File: src/rtl/cmd_uart_pkg.sv
// rtl/cmd_uart_pkg.sv - shared state encodings and frame constants for the command UART
//
// Purpose : state encodings for the RX, TX and command-assembly FSMs and the
//           serial frame length, shared by cmd_uart_rx and cmd_uart_wrapper.
// Ports   : none (package)
package cmd_uart_pkg;

  typedef enum logic [1:0] {
    IDLE  = 2'd0,
    START = 2'd1,
    DATA  = 2'd2,
    STOP  = 2'd3
  } rx_state_t;

  typedef enum logic [0:0] {
    TX_IDLE = 1'b0,
    SHIFT   = 1'b1
  } tx_state_t;

  typedef enum logic [0:0] {
    WAIT_HIGH = 1'b0,
    WAIT_LOW  = 1'b1
  } asm_state_t;

  // start bit + 8 data bits + stop bit
  localparam int FRAME_BITS = 10;

endpackage

File: src/rtl/cmd_uart_if.sv
// rtl/cmd_uart_if.sv - command/response handshake between command processor and UART endpoint
//
// Purpose : bundles the parallel side of the command link.
// Signals : cmd[15:0]    assembled command {first byte, second byte}
//           cmd_rdy      sticky, new command valid
//           clr_cmd_rdy  consumer acknowledge, clears cmd_rdy
//           resp[7:0]    response byte, sampled on trmt
//           trmt         1-cycle pulse, start response transmission
//           tx_done      sticky, response byte fully sent
// Modports: master = command processor, slave = cmd_uart_wrapper
interface cmd_uart_if;

  logic [15:0] cmd;
  logic        cmd_rdy;
  logic        clr_cmd_rdy;
  logic [7:0]  resp;
  logic        trmt;
  logic        tx_done;

  modport master (
    output clr_cmd_rdy,
    output resp,
    output trmt,
    input  cmd,
    input  cmd_rdy,
    input  tx_done
  );

  modport slave (
    input  clr_cmd_rdy,
    input  resp,
    input  trmt,
    output cmd,
    output cmd_rdy,
    output tx_done
  );

endinterface

File: src/rtl/cmd_uart_rx.sv
// rtl/cmd_uart_rx.sv - 8N1 serial byte receiver with input synchronizer
//
// Purpose : double-flops the asynchronous serial input, detects the start
//           bit, samples each bit at mid-period and shifts in 8 data bits
//           LSB first. A byte is only announced when its stop bit reads 1.
// Ports   : clk         system clock
//           rst         asynchronous active-high reset
//           i_rx        serial input, idles high
//           o_byte      last received byte (valid while o_byte_rdy is high)
//           o_byte_rdy  1-cycle pulse in the cycle after the stop-bit sample
module cmd_uart_rx #(
  parameter int BAUD_DIV = 2604
) (
  input  logic       clk,
  input  logic       rst,
  input  logic       i_rx,
  output logic [7:0] o_byte,
  output logic       o_byte_rdy
);

  import cmd_uart_pkg::*;

  localparam int CNT_W = $clog2(BAUD_DIV + 1);
  localparam logic [CNT_W-1:0] C_FULL = CNT_W'(BAUD_DIV);
  localparam logic [CNT_W-1:0] C_HALF = CNT_W'(BAUD_DIV / 2);
  localparam logic [CNT_W-1:0] C_ONE  = CNT_W'(1);

  localparam logic [1:0] S_IDLE  = IDLE;
  localparam logic [1:0] S_START = START;
  localparam logic [1:0] S_DATA  = DATA;
  localparam logic [1:0] S_STOP  = STOP;

  logic             r_rx_meta;
  logic             r_rx_sync;
  logic [1:0]       r_state;
  logic [CNT_W-1:0] r_cnt;
  logic [2:0]       r_bit_cnt;
  logic [7:0]       r_shift;
  logic             r_byte_rdy;

  // Counter is loaded with N and the sample is taken on the edge where it
  // reads 1, i.e. exactly N cycles after the load.
  logic w_tick;
  assign w_tick = (r_cnt == C_ONE);

  always_ff @(posedge clk or posedge rst) begin
    if (rst) begin
      r_rx_meta  <= 1'b1;
      r_rx_sync  <= 1'b1;
      r_state    <= S_IDLE;
      r_cnt      <= '0;
      r_bit_cnt  <= '0;
      r_shift    <= '0;
      r_byte_rdy <= 1'b0;
    end else begin
      r_rx_meta  <= i_rx;
      r_rx_sync  <= r_rx_meta;
      r_byte_rdy <= 1'b0;

      if (r_state == S_IDLE) begin
        if (!r_rx_sync) begin
          r_cnt   <= C_HALF;
          r_state <= S_START;
        end
      end else if (!w_tick) begin
        r_cnt <= r_cnt - C_ONE;
      end else begin
        r_cnt <= C_FULL;
        case (r_state)
          S_START: begin
            // still high at mid start bit: it was a glitch
            if (r_rx_sync) begin
              r_state <= S_IDLE;
            end else begin
              r_bit_cnt <= '0;
              r_state   <= S_DATA;
            end
          end
          S_DATA: begin
            r_shift   <= {r_rx_sync, r_shift[7:1]};
            r_bit_cnt <= r_bit_cnt + 3'd1;
            if (r_bit_cnt == 3'd7) begin
              r_state <= S_STOP;
            end
          end
          S_STOP: begin
            // a low stop bit is a framing error; the byte is silently dropped
            r_byte_rdy <= r_rx_sync;
            r_state    <= S_IDLE;
          end
          default: begin
            r_state <= S_IDLE;
          end
        endcase
      end
    end
  end

  assign o_byte     = r_shift;
  assign o_byte_rdy = r_byte_rdy;

endmodule

File: src/rtl/cmd_uart_wrapper.sv
// rtl/cmd_uart_wrapper.sv - DUT-side endpoint of the remote command link
//
// Purpose : receives serial byte pairs and presents them as 16-bit commands
//           (high byte first) with a sticky ready flag; serializes one
//           response byte per trmt back onto the serial line.
// Ports   : clk      system clock
//           rst      asynchronous active-high reset
//           RX       serial input, idles high, asynchronous to clk
//           TX       serial output, idles high
//           cmd_bus  command/response handshake (cmd_uart_if.slave)
module cmd_uart_wrapper #(
  parameter int BAUD_DIV = 2604
) (
  input  logic       clk,
  input  logic       rst,
  input  logic       RX,
  output logic       TX,
  cmd_uart_if.slave  cmd_bus
);

  import cmd_uart_pkg::*;

  localparam int CNT_W = $clog2(BAUD_DIV + 1);
  localparam logic [CNT_W-1:0] C_FULL = CNT_W'(BAUD_DIV);
  localparam logic [CNT_W-1:0] C_ONE  = CNT_W'(1);

  localparam int BIT_W = $clog2(FRAME_BITS);
  localparam logic [BIT_W-1:0] LAST_BIT = BIT_W'(FRAME_BITS - 1);
  localparam logic [BIT_W-1:0] BIT_ONE  = BIT_W'(1);

  localparam logic [0:0] T_IDLE  = TX_IDLE;
  localparam logic [0:0] T_SHIFT = SHIFT;

  localparam logic [0:0] A_WAIT_HIGH = WAIT_HIGH;
  localparam logic [0:0] A_WAIT_LOW  = WAIT_LOW;

  // ---------------------------------------------------------------------------
  // Receiver
  // ---------------------------------------------------------------------------
  logic [7:0] w_byte;
  logic       w_byte_rdy;

  cmd_uart_rx #(
    .BAUD_DIV (BAUD_DIV)
  ) u_rx (
    .clk        (clk),
    .rst        (rst),
    .i_rx       (RX),
    .o_byte     (w_byte),
    .o_byte_rdy (w_byte_rdy)
  );

  // ---------------------------------------------------------------------------
  // Command assembly: pairs bytes high-then-low. There is no timeout, so a
  // lost byte keeps the pairing skewed until reset.
  // ---------------------------------------------------------------------------
  logic [0:0]  r_asm_state;
  logic [7:0]  r_high;
  logic [15:0] r_cmd;
  logic        r_cmd_rdy;

  always_ff @(posedge clk or posedge rst) begin
    if (rst) begin
      r_asm_state <= A_WAIT_HIGH;
      r_high      <= '0;
      r_cmd       <= '0;
      r_cmd_rdy   <= 1'b0;
    end else if (w_byte_rdy) begin
      // byte arrival has priority over the acknowledge, so a set coinciding
      // with clr_cmd_rdy is not lost
      if (r_asm_state == A_WAIT_HIGH) begin
        r_high      <= w_byte;
        r_cmd_rdy   <= 1'b0;
        r_asm_state <= A_WAIT_LOW;
      end else begin
        r_cmd       <= {r_high, w_byte};
        r_cmd_rdy   <= 1'b1;
        r_asm_state <= A_WAIT_HIGH;
      end
    end else if (cmd_bus.clr_cmd_rdy) begin
      r_cmd_rdy <= 1'b0;
    end
  end

  assign cmd_bus.cmd     = r_cmd;
  assign cmd_bus.cmd_rdy = r_cmd_rdy;

  // ---------------------------------------------------------------------------
  // Response serializer. The start bit goes out on the trmt edge itself; the
  // shift register then holds the remaining data bits plus the stop bit.
  // ---------------------------------------------------------------------------
  logic [0:0]       r_tx_state;
  logic [8:0]       r_tx_shift;
  logic [CNT_W-1:0] r_tx_cnt;
  logic [BIT_W-1:0] r_tx_bit;
  logic             r_tx;
  logic             r_tx_done;

  always_ff @(posedge clk or posedge rst) begin
    if (rst) begin
      r_tx_state <= T_IDLE;
      r_tx_shift <= '1;
      r_tx_cnt   <= '0;
      r_tx_bit   <= '0;
      r_tx       <= 1'b1;
      r_tx_done  <= 1'b0;
    end else begin
      case (r_tx_state)
        T_IDLE: begin
          if (cmd_bus.trmt) begin
            r_tx       <= 1'b0;
            r_tx_shift <= {1'b1, cmd_bus.resp};
            r_tx_cnt   <= C_FULL;
            r_tx_bit   <= '0;
            r_tx_done  <= 1'b0;
            r_tx_state <= T_SHIFT;
          end
        end
        T_SHIFT: begin
          // trmt is ignored here; resp was captured at frame start
          if (r_tx_cnt != C_ONE) begin
            r_tx_cnt <= r_tx_cnt - C_ONE;
          end else if (r_tx_bit == LAST_BIT) begin
            r_tx       <= 1'b1;
            r_tx_done  <= 1'b1;
            r_tx_state <= T_IDLE;
          end else begin
            r_tx       <= r_tx_shift[0];
            r_tx_shift <= {1'b1, r_tx_shift[8:1]};
            r_tx_bit   <= r_tx_bit + BIT_ONE;
            r_tx_cnt   <= C_FULL;
          end
        end
        default: begin
          r_tx_state <= T_IDLE;
        end
      endcase
    end
  end

  assign TX              = r_tx;
  assign cmd_bus.tx_done = r_tx_done;

endmodule

File: src/flat_wrapper.sv
// flat-port wrapper written by rule: the top's interface ports become plain ports
module cmd_uart_wrapper_flat import cmd_uart_pkg::*;
#(
  parameter int BAUD_DIV = 2604
)
  (clk, rst, RX, TX, cmd_bus_clr_cmd_rdy, cmd_bus_resp, cmd_bus_trmt, cmd_bus_cmd, cmd_bus_cmd_rdy, cmd_bus_tx_done);
  cmd_uart_if cmd_bus_i ();
  input  logic clk;
  input  logic rst;
  input  logic RX;
  output logic TX;
  input wire logic [$bits(cmd_bus_i.clr_cmd_rdy)-1:0] cmd_bus_clr_cmd_rdy;
  input wire logic [$bits(cmd_bus_i.resp)-1:0] cmd_bus_resp;
  input wire logic [$bits(cmd_bus_i.trmt)-1:0] cmd_bus_trmt;
  output wire logic [$bits(cmd_bus_i.cmd)-1:0] cmd_bus_cmd;
  output wire logic [$bits(cmd_bus_i.cmd_rdy)-1:0] cmd_bus_cmd_rdy;
  output wire logic [$bits(cmd_bus_i.tx_done)-1:0] cmd_bus_tx_done;
  assign cmd_bus_i.clr_cmd_rdy = cmd_bus_clr_cmd_rdy;
  assign cmd_bus_i.resp = cmd_bus_resp;
  assign cmd_bus_i.trmt = cmd_bus_trmt;
  assign cmd_bus_cmd = cmd_bus_i.cmd;
  assign cmd_bus_cmd_rdy = cmd_bus_i.cmd_rdy;
  assign cmd_bus_tx_done = cmd_bus_i.tx_done;
  cmd_uart_wrapper #(.BAUD_DIV(BAUD_DIV)) u_core (.clk(clk), .rst(rst), .RX(RX), .TX(TX), .cmd_bus(cmd_bus_i));
endmodule
File: config.mk
export PLATFORM = sky130hd
export DESIGN_NAME = cmd_uart_wrapper_flat
export DESIGN_NICKNAME = d
export VERILOG_FILES = /design/src/rtl/cmd_uart_pkg.sv /design/src/rtl/cmd_uart_if.sv /design/src/rtl/cmd_uart_rx.sv /design/src/rtl/cmd_uart_wrapper.sv /design/src/flat_wrapper.sv
export SDC_FILE = /design/constraint.sdc
export NUM_CORES = 1
export LEC_CHECK = 0
export ABC_AREA = 1
export BUFFER_PORTS_ARGS = -buffer_cell sky130_fd_sc_hd__buf_2
export CAP_MARGIN = 20
export CORE_MARGIN = 2
export CORE_UTILIZATION = 40
export CTS_CLUSTER_DIAMETER = 80
export DETAILED_ROUTE_END_ITERATION = 10
export PLACE_DENSITY = 0.61
export SLEW_MARGIN = 20
export SYNTH_ARGS = -nofsm -noshare
export SYNTH_HDL_FRONTEND = slang
export SYNTH_SLANG_ARGS = --single-unit
File: constraint.sdc
create_clock -name clk -period 6.09 [get_ports clk]
set_clock_uncertainty 0.05 [all_clocks]
set_input_delay 1.218 -clock clk [delete_from_list [all_inputs] [get_ports clk]]
set_output_delay 1.218 -clock clk [all_outputs]
set_load 0.005 [all_outputs]
# --- Word-level counts from Yosys, hierarchy flattened ---
# Index checks and enable logic that the tools add are counted.
classes:
  mux: 41
  bitwise: 3
  n_addsub: 4
  n_reduce_logical: 13
  n_eq_ne: 15
ops:
  columns: ["operator", "count"]
  rows:
  - ["two-way mux 12 bit", 6]
  - ["two-way mux 9 bit", 3]
  - ["one-hot mux 12 bit (2 select lines)", 1]
  - ["subtractor 12 x 1 -> 12 bit, second input constant", 2]
  - ["one-hot mux 9 bit (2 select lines)", 1]
  - ["two-way mux 1 bit", 15]
  - ["equality test 12 x 1 -> 1 bit, second input constant", 1]
  - ["two-way mux 4 bit", 3]
  - ["inequality test 12 x 1 -> 1 bit, second input constant", 1]
  - ["inequality test 2 bit, second input constant", 6]
  - ["AND reduction 3 bit", 4]
  - ["two-way mux 2 bit", 5]
  - ["one-hot mux 4 bit (2 select lines)", 1]
  - ["AND reduction 2 bit", 4]
  - ["inequality test 3 bit, second input constant", 2]
  - ["one-hot mux 1 bit (2 select lines)", 3]
  - ["one-hot mux 3 bit (2 select lines)", 1]
  - ["nonzero test 2 bit", 3]
  - ["adder 4 x 1 -> 4 bit, second input constant", 1]
  - ["equality test 2 bit, second input constant", 2]
  - ["equality test 4 bit, second input constant", 1]
  - ["one-hot mux 2 bit (2 select lines)", 1]
  - ["AND reduction 4 bit", 1]
  - ["adder 3 x 1 -> 3 bit, second input constant", 1]
  - ["other kinds (5)", 7]
totals:
  regBits: 82
  output_inout_bits: 19

# --- Longest topological paths before layout ---
# Gate-level depths: netlist (run 1).
depth:
  depth_word: 5
  depth_mapped: 10

# --- By module ---
# From an unflattened synthesis (run 1), not the netlist that was laid out.
hier_totals:
  hier_cells: 472
  area_unflattened_um2: 4121.5
modules_own_cells:
  columns: ["module", "n_inst", "cells_per_inst", "area_per_inst_um2", "seq_area_each_um2"]
  rows:
  - ["cmd_uart_wrapper", 1, 277, 2539.9, 1337.5]
  - ["cmd_uart_rx", 1, 195, 1581.5, 703.2]

# --- Worst setup path before layout (run 1) ---
# Ideal clock, no wire load.
synth_timing:
  kind: "input to register"
  from: "input cmd_bus_trmt"
  to: "register u_core.r_tx_cnt[5]"
  n_path_buf: 1
  t_arrival_ps: 1789
  setup_slack_ps: 4134
  cell_stages: 7
  path_cell_list: "nand2_1 -> o21ai_2 -> inv_2 -> nand2_2 -> buf_6 -> nand2_1 -> nand2_1"
synth_via:
  elab_chain_len: 2
synth_rtl:
  columns: ["element", "line_no", "source"]
  rows:
  - ["start: declaration", "flat_wrapper.sv:14", "input wire logic [$bits(cmd_bus_i.trmt)-1:0] cmd_bus_trmt;"]
  - ["inequality test 2 bit (no line)", null, null]
  - ["AND reduction 2 bit (no line)", null, null]
  - ["end signal: assignment", "cmd_uart_wrapper.sv:122", "r_tx_cnt <= r_tx_cnt - C_ONE;"]
  - ["end: declaration", "cmd_uart_wrapper.sv:94", "logic [CNT_W-1:0] r_tx_cnt;"]
# Every way passes these cells.
# A chain may end at the register's enable or synchronous reset.

# --- Final worst setup path (run 1) ---
layout_timing:
  from: "register u_core.r_tx (netlist: u_core.TX)"
  to: "output TX"
layout_rtl:
  columns: ["element", "line_no", "source"]
  rows:
  - ["start: declaration", "cmd_uart_wrapper.sv:96", "logic r_tx;"]
  - ["start signal: assignment", "cmd_uart_wrapper.sv:128", "r_tx <= r_tx_shift[0];"]
  - ["end: declaration", "flat_wrapper.sv:11", "output logic TX;"]
# No word-level cell between the ends.

==> results of run 1 <==
[state kept, by name, summed over array words and instances, names as in the netlist]
register,flops
u_core.cmd_bus.tx_done,1
u_core.r_tx_bit,4
u_core.cmd_bus.cmd_rdy,1
u_core.u_rx.r_bit_cnt,3
u_core.r_tx_shift,8
u_core.r_asm_state,1
u_core.u_rx.r_rx_meta,1
u_core.cmd_bus.cmd,16
u_core.u_rx.r_state,2
u_core.u_rx.r_cnt,12
u_core.u_rx.o_byte,8
u_core.TX,1
u_core.r_high,8
u_core.r_tx_cnt,12
u_core.r_tx_state,1
u_core.u_rx.r_rx_sync,1
u_core.u_rx.o_byte_rdy,1
[stage by stage]
stage                     area [um^2]  instances  utilization  hold WS (ns)  worst slack [ns]
after detailed placement         4290        598        0.439         0.299              3.76
final                            4490        614        0.460         0.311              3.84
after global routing             4490        614        0.460         0.319              3.78
after global placement           4290        598        0.439         0.296              3.77
after floorplan                  4030        443            -         0.295              2.76
after CTS                        4490        614        0.459         0.312              3.82
[cell type report]
class	count	area (um^2)
tap	133	166
clock inverter	7	75.1
clock buffer	9	124
inverter	52	196
multi-input combinational	299	1720
fill	973	5280
sequential	81	2040
timing repair buffer	33	174
[placed cells by master (no fill, tap or decap), types with 2 or more instances in the layout]
cell type  Yosys  final
nand2_2        5      5
inv_2          2      2
o21ai_1        9      9
o211ai_1       3      3
buf_2          4     31
nor2_2         7      7
o21ai_0       38     38
or2_2          3      3
clkbuf_8       0      9
nor2_4         2      2
mux2i_1        6      6
nand4_1       12     12
ha_1          13     13
nand3_1       17     17
o31ai_1        2      2
dfrtp_1       70     70
o22ai_1        3      3
nand3_2        2      2
nor3_1         2      2
a21oi_1        5      5
nand2_1      101    101
nand2_4        2      2
o21ai_2       19     19
dfstp_2       11     11
mux2_2         8      8
inv_6          0      3
clkinv_2       0      3
xor2_1         5      5
nor2_1        28     28
inv_1         50     49
[per-layer routing]
layer	global-route usage	vias up
met3	0.0382	7
met4	0.0463	0
met2	0.246	37
met1	0.206	1431
met5	0	-
li1	-	1507
[worst register-to-register path, stage by stage, from the launching register on]
cell and delay [ns]:
dfrtp_1 0.42, inv_1 0.08, ha_1 0.28, nand2_1 0.32, inv_1 0.16, a21oi_1 0.17, nand2_2 0.09, nand2_1 0.06
o21ai_1 0.07
[power by group]
group | internal (uW) | switching (uW)
logic | 4.00 | 12.0
registers | 539 | 0.402
clock network | 193 | 209
total | 736 | 222
[worst max path at each step]
| stage | from | to | slack, ns | cells after the start |
|---|---|---|---|---|
| after global routing | u_core.TX | TX | 3.78 | 1 |
| after CTS | u_core.TX | TX | 3.82 | 1 |
| after global placement | rst | u_core.cmd_bus.cmd[1] | 3.77 | 3 |
| after detailed placement | rst | u_core.cmd_bus.cmd[7] | 3.76 | 3 |
| after floorplan | rst | u_core.cmd_bus.cmd[0] | 2.76 | 1 |
| final | u_core.TX | TX | 3.84 | 1 |
[logic make-up after synthesis]
kind of cell | after synthesis
XOR/XNOR | 6
AND/OR/NAND/NOR | 185
buffers and inverters | 63
flip-flops | 81
multiplexers | 14
adder cells (fa/ha/maj) | 13
AO/OA/AOI/OAI | 81
[cell usage after synthesis]
cell type,count
mux2_2,8
nand4_1,12
nand2_1,101
nor2_2,7
xnor2_1,1
clkbuf_1,3
a22oi_1,1
dfrtp_1,70
buf_6,4
inv_1,50
nor2_4,2
mux2i_1,6
nand3_1,17
o211ai_1,3
buf_2,4
nand3_2,2
nor2_1,28
dfstp_2,11
or2_1,1
o21ai_1,9
o31ai_1,2
or2_2,3
nand3_4,1
o21ai_0,38
xor2_1,5
nor3_1,2
inv_2,2
o21ai_2,19
and3_1,1
o22ai_1,3
a21oi_1,5
ha_1,13
nand2_4,2
a21oi_2,1
nand2_2,5
nand3b_1,1
==> results.md, run 1 <==
* Fin crit share at 0.369
* Rows at 36
* Top Ports at 32
* Status: finished, final reports clean
* CTS tree: yes
* Synth area leaders: dfrtp_1 43%, nand2_1 9.4%, dfstp_2 7.2%
* Synth Warn # at 0
* Routability cong. at between 0.8 and 0.9
* Hold buffers post-CTS at 0
* DRC Markers at 0
* Power Density at ~210 nW/um^2
* Met2 Wirelength at approximately 3700 um
* Final period demand of the worst path at 2.25 ns
* Setup TNS at 0 ns
* Fmax at approximately 440 MHz
* 1st-iter DRT viols at 127
* Initial Utilization at 0.412
* WL met3 at 203 um
* Hold/Removal Path Class: register to register
* Avg WL per Cell at roughly 12 um
* Worst-path cell chain: buf_2
* First-pass GRT wire length at between 10000 and 15000 um
* Tot GR Track Use at 0.154
* Worst VDD drop at 132 uV
* Post-synth top area share at 0.435
* Crit. End Element: output port
* Cell variety after synth at 36
* Post-DP HPWL at between 5000 and 6000 um
* Die width at 104 um
* Avg Inst Size Synth at ~9.1 um^2
* RSZ-0062 raised after global routing: no
* Layout area overhead at 11.5%
* Post-synthesis adder-cell area fraction at 0.0404
* Fin nets at ~500
* Req. time, crit path at between 4 and 5 ns
* Reg2reg setup slack at ~4.3 ns
* Top cell type by total area after synthesis: dfrtp_1
* Post-synthesis mux area share at 0.0373
* Worst R2R End: u_core.u_rx.r_state[1]
* Synth Area in Compound Gates at 0.124
* Hold_sp: u_core.u_rx.r_rx_meta
* P_leak at 0.00219 uW
* Net Count, Synth at between 400 and 500
* Slew margin rel. at 0.431
* Post-DRT Antenna Nets at 0
* Via density at 4.86
* Max stage delay on crit path at between 0.5 and 0.6 ns
* Initial DRT Pass Iterations at 4
* Setup CP Type: register to output port
* Synthesized area at between 4000 and 5000 um^2
* Post-Synthesis Cells at between 400 and 500
* Ant. Diodes at 0
* Hold Path Depth at 0
* Clk root buf: clkbuf_8
* Setup Fix Bufs, Post-CTS at 0
* IO Port Bufs at 31
* Worst path slowest cell: dfstp_2
* #FFs+latches synth at 81
* Post-Synth XOR/XNOR Area at 0.0130
* Fin. max-slew vios at 0
* CP Data Arrival Time at slightly below 1 ns
* Top Layer Used: met4
* WL final at ~7700 um
* R2R depth at 8
* Hold EP: u_core.u_rx.r_rx_sync
* Final-report setup violation count at 0
* Largest family of logic cells by synthesized area: simple AND/OR/NAND/NOR gates
* Num CTS Buffers at 9
* Crit path max-delay family: flip-flops
* Slew at the pin with the worst max-slew slack at 0.851 ns
* # resized after CTS at 0
* Via count at 2982
* Worst r2r src: u_core.u_rx.r_state[1]
* Share of cells above drive strength 1 at 0.235
* Vias in the first global route at 3005
* Antenna violations before repair at 0
* Synth Area in Simple Gates at 0.211
* Metal-1 WL at 3710 um
* Clk pin slew, worst setup/hold paths at approximately 0.09 ns
* Seq/Total Area, Yosys at 0.507
* Largest net degree at the start of global routing at about 80
* Crit path buf inv count at 1
* CTS sink cnt at 81
* Final Hold Viols at 0
* Gr ovfl total at 0
* Worst-Skew Late Latency at 0.35 ns
* Die height at between 100 and 150 um
* Core area at 9770 um^2
* Max Root-Sink Buffers at 2
* Critical Path Source Type: register
* Total of max-cap violations at 0
* H-tree levels at 3
* Crit-path max FO at 2
* Power Total at ~960 uW
* Die area at 10900 um^2
(Power assumes the default switching activity.)
==> inputs of run 2 (changes only) <==
==> constraint.sdc (replaced) <==
create_clock -name clk -period 2.2 [get_ports clk]
set_clock_uncertainty 0.05 [all_clocks]
set_input_delay 0.44 -clock clk [delete_from_list [all_inputs] [get_ports clk]]
set_output_delay 0.44 -clock clk [all_outputs]
set_load 0.005 [all_outputs]
==> results.md, run 2 (synthesis results as in run 1) <==
* Worst path slowest cell: dfrtp_1
* Via density at 4.90 (+0.92%)
* Req. time, crit path at 2.38 ns (-2.44 ns)
* Vias in the first global route at 2997 (-0.27%)
* Area occupied by multi-input gates at 1720 um^2 (unchanged)
* Clk pin slew, worst setup/hold paths at 0.09 ns (about the same)
* Fin. max-slew vios at 0 (unchanged)
* Critical Path Source Type: register
* Hold buffers post-CTS at 0 (unchanged)
* Flip-flop count of the largest register after layout at 16 (unchanged)
* Max stage delay on crit path at 0.40 ns (-0.13 ns)
* Die width at 104 um (unchanged)
* Final Hold Viols at 0 (unchanged)
* Crit path buf inv count at 1 (unchanged)
* WL final at 7710 um (+0.47%)
* Worst-Skew Late Latency at 0.36 ns (about the same)
* Layout area overhead at 13.5%
* Tot GR Track Use at 0.153 (-0.000607)
* Worst VDD drop at 333 uV (+150%)
* H-tree levels at 3 (unchanged)
* RSZ-0062 raised after global routing: no
* Final-report setup violation count at 0 (unchanged)
* First-pass GRT wire length at 13700 um (-0.40%)
* Setup Fix Bufs, Post-CTS at 0 (unchanged)
* Crit path max-delay family: simple AND/OR/NAND/NOR gates
* Clk root buf: clkbuf_8
* Worst R2R End: u_core.r_tx_bit[0]
* CTS tree: yes
* Power Density at 616 nW/um^2 (+190%)
* CTS sink cnt at 81 (unchanged)
* CP Data Arrival Time at 1.97 ns (+0.99 ns)
* Die height at 104 um (unchanged)
* Crit. End Element: register
* Commonest cells after routing, fill and taps aside: 101 x nand2_1, 70 x dfrtp_1, 49 x inv_1
* Fmax at 561 MHz
* Post-DP HPWL at 5450 um (+4.2%)
* 1st-iter DRT viols at 202 (+59%)
* Layout fillers at 954 (-2.0%)
* Setup TNS at 0 ns (unchanged)
* Final hold slack at 0.119 ns (-0.192 ns)
* Largest net degree at the start of global routing at 33 (-60%)
* R2R depth at 9 (+1)
* Status: finished, final reports clean
* Share of cells above drive strength 1 at 0.243 (+0.00787)
* Ant. Diodes at 0 (unchanged)
* Area taken by flip-flops and latches at 2040 um^2 (unchanged)
* Top Ports at 32 (unchanged)
* Fin nets at 507 (+1.0%)
* DRC Markers at 0 (unchanged)
* Initial Utilization at 0.412 (unchanged)
* Initial DRT Pass Iterations at 4 (unchanged)
* Hold/Removal Path Class: primary input to asynchronous set/reset pin
* Crit-path max FO at 25 (+23)
* Routability cong. at 0.875 (+2.2%)
* Post-DRT Antenna Nets at 0 (unchanged)
* Final period demand of the worst path at 1.78 ns
* IO Port Bufs at 31 (unchanged)
* Core area at 9770 um^2 (unchanged)
* Worst-path cell chain: inv_1, ha_1, nand2_1, nor2_2, nand2_2, nand2_4, nand2_4, nand2_1, o21ai_2
* Die area at 10900 um^2 (unchanged)
* Avg WL per Cell at 12.5 um (-0.34%)
* Reg2reg setup slack at 0.42 ns (-3.86 ns)
* Max Root-Sink Buffers at 2 (unchanged)
* Total of max-cap violations at 0 (unchanged)
* Rows at 36 (unchanged)
* Num CTS Buffers at 9 (unchanged)
* Commonest non-fill, non-tap cell in the layout: nand2_1
* Gr ovfl total at 0 (unchanged)
* # resized after CTS at 0 (unchanged)
* Antenna violations before repair at 0 (unchanged)
* Via count at 3034 (+1.7%)
* Worst r2r src: u_core.r_tx_cnt[1]
* Setup CP Type: register to register
* Slew margin rel. at 0.568 (+0.137)
* Slew at the pin with the worst max-slew slack at 0.647 ns (-0.204 ns)
* P_leak at 0.00222 uW (+1.5%)
* Fin crit share at 0.811
run 2: through the flow:
| step | total power (uW) | cells | utilization | cell area (um^2) | setup slack [ns] |
|---|---|---|---|---|---|
| after floorplan | 1550 | 443 | - | 4030 | 0.741 |
| after global placement | 1580 | 603 | 0.444 | 4340 | 0.491 |
| after detailed placement | 1580 | 603 | 0.444 | 4340 | 0.437 |
| after CTS | 2860 | 619 | 0.468 | 4570 | 0.410 |
| after global routing | 2940 | 619 | 0.468 | 4570 | 0.224 |
| final | 2810 | 619 | 0.468 | 4570 | 0.416 |
run 2: worst max-delay path by stage:
stage	depth (start not counted)	slack, ns	to	from
global placement	9	0.49	u_core.r_tx_cnt[3]	u_core.r_tx_cnt[1]
floorplan	8	0.74	u_core.u_rx.r_state[1]	u_core.u_rx.r_state[0]
global route	9	0.22	u_core.r_tx_bit[0]	u_core.r_tx_cnt[1]
finish	9	0.42	u_core.r_tx_bit[0]	u_core.r_tx_cnt[1]
detailed placement	9	0.44	u_core.r_tx_bit[2]	u_core.r_tx_cnt[1]
CTS	9	0.41	u_core.r_tx_bit[0]	u_core.r_tx_cnt[1]
run 2: cell type report:
| type | instances | share of cell area |
|---|---|---|
| Sequential cell | 81 | 0.446 |
| Multi-Input combinational cell | 299 | 0.375 |
| Timing Repair Buffer | 38 | 0.0482 |
| Inverter | 52 | 0.0435 |
| Tap cell | 133 | 0.0364 |
| Clock buffer | 9 | 0.0271 |
| Clock inverter | 7 | 0.0235 |
run 2: where the power goes:
| part | internal (uW) | switching (uW) | total, uW |
|---|---|---|---|
| sequential | 1490 | 1.21 | 1490 |
| clock | 663 | 607 | 1270 |
| combinational | 16.5 | 35.1 | 51.6 |
| total | 2170 | 643 | 2810 |
run 2: routing by layer:
layer	global-route usage	share of wire	vias up
li1	-	-	1526
met1	0.203	0.48	1447
met2	0.245	0.47	46
met3	0.0338	0.028	15
met4	0.0589	0.018	0
met5	0	0	-
run 2: worst register-to-register path, stage by stage (launching register included):
cell     delay [ns]
dfrtp_1        0.40
inv_1          0.11
ha_1           0.18
nand2_1        0.07
nor2_2         0.12
nand2_2        0.18
nand2_4        0.16
nand2_4        0.20
nand2_1        0.14
o21ai_2        0.05
==> inputs of run 3 (changes only) <==
==> constraint.sdc (replaced) <==
create_clock -name clk -period 1.75 [get_ports clk]
set_clock_uncertainty 0.05 [all_clocks]
set_input_delay 0.35 -clock clk [delete_from_list [all_inputs] [get_ports clk]]
set_output_delay 0.35 -clock clk [all_outputs]
set_load 0.005 [all_outputs]
==> results.md, run 3 (synthesis results as in run 1) <==
* Fin. max-slew vios at 0 (unchanged)
* Commonest non-fill, non-tap cell in the layout: nand2_1
* 1st-iter DRT viols at 140 (-31%)
* Slack of the critical path at 0.136 ns (-0.280 ns)
* IO Port Bufs at 31 (unchanged)
* Crit path max-delay family: simple AND/OR/NAND/NOR gates
* WP depth at 9 (unchanged)
* Hold/Removal Path Class: primary input to register
* Status: finished, final reports clean
* Clk root buf: clkbuf_8
* Die height at 104 um (unchanged)
* Clk pin slew, worst setup/hold paths at 0.09 ns (about the same)
* CP Data Arrival Time at 1.81 ns (-0.16 ns)
* Slew at the pin with the worst max-slew slack at 0.507 ns (-0.140 ns)
* R2R depth at 9 (unchanged)
* RSZ-0062 raised after global routing: yes
* Largest net degree at the start of global routing at 39 (+18%)
* Logic pwr share at 0.019 (about the same)
* Slew margin rel. at 0.661 (+0.0936)
* Internal at 2730 uW (+26%)
* Layout fillers at 948 (-0.63%)
* Rows at 36 (unchanged)
* Worst r2r src: u_core.r_tx_cnt[1]
* Fin cells at 625 (+0.97%)
* CP endpoint: u_core.r_tx_cnt[3]
* H-tree levels at 3 (unchanged)
* Post-DP HPWL at 5380 um (-1.3%)
* P_leak at 0.00226 uW (+1.7%)
* Via density at 4.78 (-2.5%)
* Final period demand of the worst path at 1.61 ns (-0.170 ns)
* Vias in the first global route at 2932 (-2.2%)
* Crit-path max FO at 12 (-52%)
* Final hold slack at 0.0286 ns (-0.0899 ns)
* # resized after CTS at 0 (unchanged)
* Worst-path cell chain: inv_1, ha_1, nand2_1, nor2_2, nand2_2, nand2_4, nand2_2, nand2_1, o21ai_2
* Setup WS pre-CTS at 0.139 ns (-0.297 ns)
* Placed insts at 608 (+0.83%)
* Crit path buf inv count at 1 (unchanged)
* Total of max-cap violations at 0 (unchanged)
* Setup CP Type: register to register
* Final-report setup violation count at 0 (unchanged)
* Worst path slowest cell: dfrtp_1
* Critical Path Source Type: register
* Flip-flop count of the largest register after layout at 16 (unchanged)
* Area taken by flip-flops and latches at 2040 um^2 (unchanged)
* Commonest cells after routing, fill and taps aside: 101 x nand2_1, 70 x dfrtp_1, 49 x inv_1
* Register share of total power at 0.531 (about the same)
* Fmax at 620 MHz (+11%)
* Worst-Skew Late Latency at 0.36 ns (about the same)
* Avg WL per Cell at 12.0 um (-4.0%)
* Antenna violations before repair at 0 (unchanged)
* Routability cong. at 0.865 (-1.1%)
* Initial DRT Pass Iterations at 4 (unchanged)
* Final Hold Viols at 0 (unchanged)
* Top Layer Used: met4
* Worst VDD drop at 435 uV (+31%)
* Ant. Diodes at 0 (unchanged)
* Setup Fix Bufs, Post-CTS at 0 (unchanged)
* Reg2reg setup slack at 0.14 ns (-0.28 ns)
* Clock power frac at 0.451 (about the same)
* Crit. End Element: register
* Gr ovfl total at 0 (unchanged)
* Share of cells above drive strength 1 at 0.250 (+0.00720)
* Layout area overhead at 15.1%
* Max Root-Sink Buffers at 2 (unchanged)
* Fin nets at 513 (+1.2%)
* Core area at 9770 um^2 (unchanged)
* Via count at 2987 (-1.5%)
* Crit path from: u_core.r_tx_cnt[1]
* P_sw at 802 uW (+25%)
* Net Sw Frac at 0.227 (-0.00173)
* Max stage delay on crit path at 0.39 ns (about the same)
* Worst R2R End: u_core.r_tx_cnt[3]
* Power Density at 763 nW/um^2 (+24%)
* Req. time, crit path at 1.95 ns (-0.43 ns)
* Final instance area at 4630 um^2 (+1.3%)
* Power Total at 3540 uW (+26%)
* Area occupied by multi-input gates at 1720 um^2 (unchanged)
* WL final at 7470 um (-3.1%)
* Num CTS Buffers at 9 (unchanged)
* CTS sink cnt at 81 (unchanged)
* Post-DRT Antenna Nets at 0 (unchanged)
* DRC Markers at 0 (unchanged)
* WL met3 at 231 um (+6.9%)
* Met2 Wirelength at 3540 um (-3.2%)
* CTS tree: yes
* Die area at 10900 um^2 (unchanged)
* Fin crit share at 0.922 (+0.112)
* Die width at 104 um (unchanged)
* Top Ports at 32 (unchanged)
* Initial Utilization at 0.412 (unchanged)
* Tot GR Track Use at 0.150 (-0.00331)
* Metal-1 WL at 3600 um (-2.5%)
* First-pass GRT wire length at 13300 um (-2.7%)
* Cell Area, Placed at 4390 um^2 (+1.2%)
run 3: cell count changes in the layout (fill, tap and decap cells not counted):
cell           change
dlygate4sd3_1      +1
buf_4              +4
buf_12             +1
clkinv_4           +1
clkinvlp_4         -1
run 3: what timing repair did:
item	in CTS	in global routing
hold buffers	1	0
hold endpoints to repair	11	0
setup endpoints to repair	0	8
run 3: worst min path at each step:
stage	startpoint	endpoint	cells after the start
after global placement	u_core.u_rx.r_rx_meta	u_core.u_rx.r_rx_sync	0
final	RX	u_core.u_rx.r_rx_meta	1
after CTS	RX	u_core.u_rx.r_rx_meta	1
after floorplan	u_core.u_rx.r_rx_meta	u_core.u_rx.r_rx_sync	0
after detailed placement	u_core.u_rx.r_rx_meta	u_core.u_rx.r_rx_sync	0
after global routing	RX	u_core.u_rx.r_rx_meta	1
run 3: area by class of cell:
| cell class | count | area share |
|---|---|---|
| clock inverters | 7 | 0.0235 |
| flip-flops and latches | 81 | 0.440 |
| clock buffers | 9 | 0.0267 |
| well taps | 133 | 0.0359 |
| multi-input cells | 299 | 0.370 |
| repair buffers | 44 | 0.0605 |
| inverters | 52 | 0.0429 |
run 3: worst reg2reg max path, cell delays in order, from the launching register on:
cell,delay [ns]
dfrtp_1,0.39
inv_1,0.12
ha_1,0.18
nand2_1,0.07
nor2_2,0.12
nand2_2,0.08
nand2_4,0.10
nand2_2,0.20
nand2_1,0.14
o21ai_2,0.05
run 3: power by group through the flow:
stage,Clock [uW],Combinational (uW),Sequential [uW]
after global placement,0,68.7,1910
after CTS,1650,71.0,1880
after global routing,1710,79.3,1880
after detailed placement,0,69.2,1910
after floorplan,0,30.9,1910
final,1590,66.7,1880
run 3: metal layers:
layer,up-vias,GRT usage
met5,-,0
met3,11,0.0332
li1,1533,-
met1,1409,0.194
met2,34,0.246
met4,0,0.0541
run 3: stage by stage:
step | setup TNS, ns | utilization
2_1_floorplan | 0 | -
3_3_place_gp | 0 | 0.449
3_5_place_dp | 0 | 0.449
4_1_cts | 0 | 0.474
5_1_grt | -0.121 | 0.474
6_report | 0 | 0.474
